<file path="config.mk">
export PLATFORM = sky130hd
export DESIGN_NAME = gerenciador_de_ativos
export DESIGN_NICKNAME = d
export VERILOG_FILES = /design/src/rtl/gerenciador_de_ativos.sv
export SDC_FILE = /design/constraint.sdc
export NUM_CORES = 1
export LEC_CHECK = 0
export ABC_AREA = 1
export CORE_MARGIN = 2
export CORE_UTILIZATION = 25
export CTS_BUF_LIST = sky130_fd_sc_hd__clkbuf_2 sky130_fd_sc_hd__clkbuf_4 sky130_fd_sc_hd__clkbuf_8
export CTS_CLUSTER_DIAMETER = 60
export DETAILED_ROUTE_END_ITERATION = 6
export GPL_TIMING_DRIVEN = 0
export PLACE_DENSITY = 0.49
export SLEW_MARGIN = 20
export SYNTH_ARGS = -nofsm -noshare
export SYNTH_HDL_FRONTEND = slang
export SYNTH_SLANG_ARGS = --single-unit
</file>
<file path="constraint.sdc">
create_clock -name clk -period 1.5 [get_ports clk]
set_input_delay 0.225 -clock clk [delete_from_list [all_inputs] [get_ports clk]]
set_output_delay 0.225 -clock clk [all_outputs]
set_load 0.005 [all_outputs]
</file>
<file path="src/rtl/gerenciador_de_ativos.sv">
`default_nettype none
// ============================================================================
// Module   : gerenciador_de_ativos
// Brief    : Active-node manager. Matches a requested node address against
//            the NA array and issues a registered one-hot enable to the NA
//            that holds the address, a free NA to allocate, or the NA to be
//            deactivated. Tracks allocated-but-not-yet-active NAs.
// Revision : 1.0 - initial release
// ============================================================================
module gerenciador_de_ativos #(
  parameter int NUM_NA    = 8,
  parameter int ADR_WIDTH = 5
) (
  input  logic                          clk,
  input  logic                          rst_n,
  input  logic                          desativar_in,
  input  logic                          atualizar_in,
  input  logic [ADR_WIDTH-1:0]          endereco_in,
  input  logic [ADR_WIDTH*NUM_NA-1:0]   na_endereco_in,
  input  logic [NUM_NA-1:0]             na_ativo_in,
  output logic [NUM_NA-1:0]             habilitar_out
);

  // NAs handed out by an allocation that have not yet reported active
  logic [NUM_NA-1:0] r_reservado;
  logic [NUM_NA-1:0] r_habilitar;

  logic [NUM_NA-1:0] w_hit;
  logic [NUM_NA-1:0] w_livre;
  logic [NUM_NA-1:0] w_hit_oh;
  logic [NUM_NA-1:0] w_livre_oh;
  logic [NUM_NA-1:0] w_hab_next;
  logic [NUM_NA-1:0] w_res_next;

  // Isolates the lowest set bit: x & -x in two's complement
  function automatic logic [NUM_NA-1:0] f_lowest(input logic [NUM_NA-1:0] x);
    return x & ((~x) + NUM_NA'(1));
  endfunction

  // Per-NA exact address comparison, qualified by the active flag
  generate
    for (genvar i = 0; i < NUM_NA; i++) begin : g_cmp
      assign w_hit[i] = na_ativo_in[i] &&
                        (na_endereco_in[i*ADR_WIDTH +: ADR_WIDTH] == endereco_in);
    end
  endgenerate

  assign w_livre    = ~na_ativo_in & ~r_reservado;
  assign w_hit_oh   = f_lowest(w_hit);
  assign w_livre_oh = f_lowest(w_livre);

  // Command decode: deactivate beats update; update refreshes a hit or allocates
  always_comb begin
    w_hab_next = '0;
    w_res_next = r_reservado;
    if (desativar_in) begin
      w_hab_next = w_hit_oh;
      w_res_next = r_reservado & ~w_hit_oh;
    end else if (atualizar_in) begin
      if (|w_hit) begin
        w_hab_next = w_hit_oh;
      end else if (|w_livre) begin
        w_hab_next = w_livre_oh;
        w_res_next = r_reservado | w_livre_oh;
      end
    end
    // An NA reporting active no longer needs its reservation; this also
    // makes release win over a same-cycle set.
    w_res_next = w_res_next & ~na_ativo_in;
  end

  // Registered enable and reservation state with synchronous active-low reset
  always_ff @(posedge clk) begin
    if (!rst_n) begin
      r_habilitar <= '0;
      r_reservado <= '0;
    end else begin
      r_habilitar <= w_hab_next;
      r_reservado <= w_res_next;
    end
  end

  assign habilitar_out = r_habilitar;

endmodule
`default_nettype wire

</file>
== Word-level counts from Yosys, hierarchy flattened ==
Index checks and enable logic that the tools add are counted.

* Register bits after elaboration: 16
* Output and inout port bits: 8
* Word-level logic and storage cells: 41

* $add $sub $neg: 2
* Eq/ne operators: 8
* Mux-type cells: 8
* Bitwise gates (word level): 11
* Reduce and logical (&&, ||, !) cells: 10

{| class="wikitable"
|+ Operators with widths
! kind !! number
|-
| $mux 8 || 8
|-
| $and 8x8->8 || 5
|-
| $eq 5x5->1 || 8
|-
| $not 8->8 || 5
|-
| $add 8x1->8 const B || 2
|-
| $reduce_or 8->1 || 2
|-
| $logic_and 1x1->1 || 8
|-
| $or 8x8->8 || 1
|}

== Logic depth before layout (Yosys ltp) ==
* Depth in word-level cells: 11
* Mapped depth: 11
* Mapped depth without buffers: 10

== Worst setup path before layout ==
Ideal clock, no wire load.

* Path type: input to register
* Start: input port endereco_in[3]
* End: register r_habilitar[5], in the netlist habilitar_out[5]
* Library setup time: 0.067 ns
* Data arrival time: 1.323 ns
* Data required time: 1.433 ns
* Path slack: 0.109 ns
* Stages: 11
* Path buffers: 2
* Cell sequence: buf_4 inv_2 nand2_1 nand2_1 nor2_1 nand3_1 nand2_4 nor2_8 buf_8 o211ai_1 a21oi_2

* Cells in the longest elaborated chain, start to end: 8
* Elaborated cells on any way between the ends: 23
* Those cells by class: 1 x add/sub; 8 x eq/ne; 3 x mux; 2 x bitwise; 9 x reduce/logical

{| class="wikitable"
|+ Ends and longest elaborated chain
! what !! RTL line !! text
|-
| start, declared || 18 || <nowiki>input logic [ADR_WIDTH-1:0] endereco_in,</nowiki>
|-
| $eq 5x5->1 || 44 || <nowiki>(na_endereco_in[i*ADR_WIDTH +: ADR_WIDTH] == endereco_in);</nowiki>
|-
| $logic_and 1x1->1 || 43 || <nowiki>assign w_hit[i] = na_ativo_in[i] &&</nowiki>
|-
| $not 8->8 || 37 || <nowiki>return x & ((~x) + NUM_NA'(1));</nowiki>
|-
| $add 8x1->8 || 37 ||
|-
| $and 8x8->8 || 37 ||
|-
| $mux 8 || 60 || <nowiki>if (|w_hit) begin</nowiki>
|-
| $mux 8 || 59 || <nowiki>end else if (atualizar_in) begin</nowiki>
|-
| $mux 8 * || 56 || <nowiki>if (desativar_in) begin</nowiki>
|-
| end signal, assigned || 78 || <nowiki>r_habilitar <= w_hab_next;</nowiki>
|-
| end, declared || 26 || <nowiki>logic [NUM_NA-1:0] r_habilitar;</nowiki>
|}

Mark *: on every way between the ends. The rest lies on a longest branch, timed or not.
A chain may end at the register's enable or synchronous reset.

== Final worst setup path ==
* Start: input port na_ativo_in[3]
* End: register r_reservado[6]

* Cells in the longest elaborated chain, start to end: 11
* Elaborated cells on any way between the ends: 19
* Those cells by class: 2 x add/sub; 4 x mux; 10 x bitwise; 3 x reduce/logical

{| class="wikitable"
|+ Ends and longest elaborated chain
! what !! RTL line !! text
|-
| start, declared || 20 || <nowiki>input logic [NUM_NA-1:0] na_ativo_in,</nowiki>
|-
| $not 8->8 || 48 || <nowiki>assign w_livre = ~na_ativo_in & ~r_reservado;</nowiki>
|-
| $and 8x8->8 || 48 ||
|-
| $not 8->8 || 37 ||
|-
| $add 8x1->8 || 37 ||
|-
| $and 8x8->8 || 37 ||
|-
| $or 8x8->8 || 64 || <nowiki>w_res_next = r_reservado | w_livre_oh;</nowiki>
|-
| $mux 8 || 62 || <nowiki>end else if (|w_livre) begin</nowiki>
|-
| $mux 8 || 60 ||
|-
| $mux 8 || 59 ||
|-
| $mux 8 * || 56 ||
|-
| $and 8x8->8 * || 69 || <nowiki>w_res_next = w_res_next & ~na_ativo_in;</nowiki>
|-
| end signal, assigned || 79 || <nowiki>r_reservado <= w_res_next;</nowiki>
|-
| end, declared || 25 || <nowiki>logic [NUM_NA-1:0] r_reservado;</nowiki>
|}

Marks and branches as above.

==> impl_results.md <==
- Status: finished clean
- Worst Path Class, Setup: primary input to flop
- Vias/cell: 4.490
- Hold violation count in the final report: 0
- Post-Place Worst Slack: -684.7 ps
- Slew @ Worst Pin: ~470 ps
- Yosys cell types: 29
- Core Rows: 30
- Dpl cells: 447
- Num CTS Buffers: 3
- GRT Residual Overflow: 0
- Total track usage: 15.33%
- Port Buf Inserts: 61
- Via count: 2079
- Synth area leaders: nand2_1, dfxtp_1, nor2_1
- Critical Path AT: 1670 ps
- Fraction of layout cells with a size suffix above 1: 28.72%
- Final setup fails: 0
- Final worst clock skew: 2.115 ps
- Metal3 WL: approximately 300 um
- 1st-iter DRT viols: 61
- Clock transition at the registers of the reported paths: 60 ps
- DRC viols: 0
- Slowest Stage Delay on Critical Path: 570 ps
- Final setup TNS: 0 ps
- Hold_ws: 323.8 ps
- Syn avg cell area: 5.659 um2
- Pleak: 1.638 nW
- Global-route wire length before repair: 9121 um
- Setup ws final: 11.73 ps
- Period utilization: just under 100%
- Leading area contributor after synthesis: nand2_1
- Htree depth: 1
- Hold Path Class: primary input to flop
- CP Data Required Time: 1690 ps
- Die height: 87.23 um
- Max Buffers Root-to-Sink: 2
- Post-synth top area share: a little under a quarter
- CP max stage cell: clkdlybuf4s50_1
- Ant. Diodes: 0
- CTS tree: done
- First drt pass iteration count: 4
- Final WL: 5767 um
- RD Place Congestion: 0.7965
- Area grow syn2layout: 64.16%
- FF+latch count, synth: 16
- Die width: 87.23 um
- Final ANT Viol Nets: 0
- Layout Nets: between 400 and 500
- Hold depth: 3
- Clock Root Buffer: clkbuf_8
- Core Util, Final: 42.07%
- Max layer used: met4
- Tot Pwr: around 1.3 mW
- Min Tclk post-route: 1488 ps
- Clk_lat worst skew: 250 ps
- HPWL after DPL: 4479 um
- Core area: 0.006756 mm2
- Initial Utilization: between 20% and 30%
- CTS Hold Bufs: 0
- Largest net degree at the start of global routing: 11
- Design area: 0.002843 mm2
- Reg2Reg Depth: 8
- Max-cap check violation count: 0
- Drt wl/cell: 12.46 um
- Final slew viol count: 0
- Cell area power density: between 400 and 500 mW/mm2
- Crit path max fanout: 5
- Worst VDD drop: approximately 0.22 mV
- Die footprint: 0.007608 mm2
- Final std cells w/o fill: 463
- Vias in the first global route: 1904
- Max frequency: between 600 and 700 MHz
- Post-Syn Nets: 363
- Rel. slew slack: 68.39%
- Met2 routed WL: 2804 um
- Register area share after synthesis: 18.50%
- Antenna violations before repair: 0
- Critical path, cell by cell: clkdlybuf4s50_1 -> o21ai_2 -> nor2_1 -> nand3_2 -> nand2_4 -> nor2_8 -> buf_4 -> nand3_1 -> nand2_1 -> a21oi_2
- Mapped Cells: about 310
- I/O Pins: 65
- Met1 Wirelength: 2650 um
- Num Clock Sinks: 16
- RSZ-0062 raised after global routing: true
- Worst setup SP type: primary input
- DP Area: 0.002442 mm2
- Cell Area, Synth: 0.001732 mm2
- Crit end category: flop
- Yosys Warn Count: 0
==> timing repair <==
| item | CTS | global route |
|---|---|---|
| setup endpoints to repair | 16 | 16 |
| pin swaps | 9 | 33 |
| cloned | 2 | 0 |
| setup buffers | 9 | 2 |
| gates resized for setup | 29 | 79 |
==> kinds of logic (layout without fill, tap and decap cells) <==
logic type / Yosys count / count (layout) / synth area share [%]
simple gates: 206 / 206 / 56.86
buf+inv: 53 / 130 / 13.58
compound gates: 31 / 31 / 11.05
flops: 16 / 16 / 18.50
==> layout by cell type (no fill, tap or decap), drive strengths merged, types with 3 or more instances in the layout <==
cell type / netlist / final
a21oi: 16 / 16
buf: 7 / 22
clkbuf: 1 / 5
clkdlybuf4s50: 0 / 19
dfxtp: 16 / 16
dlygate4sd2: 0 / 6
dlymetal6s2s: 0 / 33
inv: 45 / 45
nand2: 110 / 110
nand3: 21 / 21
nand4: 9 / 9
nor2: 48 / 48
nor3: 3 / 3
nor4: 3 / 3
o21ai: 14 / 14
or2: 11 / 11
==> registers in the layout (all words and copies together) (netlist names) <==
register	count
r_reservado	8
habilitar_out	8
==> worst max-delay path, delay by kind of cell <==
kind | cells | cell delay (ps)
compound gates | 2 | 200
buf+inv | 2 | 710
simple gates | 6 | 520
==> layer usage <==
| metal | track usage, % | vias up |
|---|---|---|
| met4 | 2.657 | 0 |
| met1 | 20.88 | 920 |
| li1 | - | 1104 |
| met2 | 25.68 | 52 |
| met5 | 0 | - |
| met3 | 2.654 | 3 |
==> power breakdown <==
group          internal [mW]  switching [mW]  total [mW]
sequential             0.432         0.00188       0.434
clock                  0.178           0.137       0.315
combinational          0.280           0.308       0.588
total                  0.889           0.447        1.34
==> path summary, 6_finish.rpt <==
kind	slack, ps	startpoint	end
worst max-delay path	10	na_ativo_in[3]	r_reservado[6]$_SDFF_PN0_
worst min-delay path	320	na_ativo_in[2]	r_reservado[2]$_SDFF_PN0_
worst max register to register	190	r_reservado[0]$_SDFF_PN0_	habilitar_out[6]$_SDFF_PN0_
worst min register to register	460	r_reservado[7]$_SDFF_PN0_	r_reservado[7]$_SDFF_PN0_
==> synthesized netlist by cell type (all sizes together) <==
cell type / n
clkbuf: 1
nand2: 110
o21ai: 14
o211ai: 1
a21oi: 16
and2: 1
or2: 11
inv: 45
nor4: 3
dfxtp: 16
nand3: 21
nand4: 9
nor3: 3
nor2: 48
buf: 7
==> final cells by class <==
type	count	area [um2]
fillers	742	3914
clock buffers	3	41.29
repair buffers	74	800.8
inverters	45	168.9
plain buffers	8	72.57
flip-flops and latches	16	320.3
well taps	80	100.1
multi-input cells	237	1339
No activity file was read; power rests on OpenSTA's default activity.
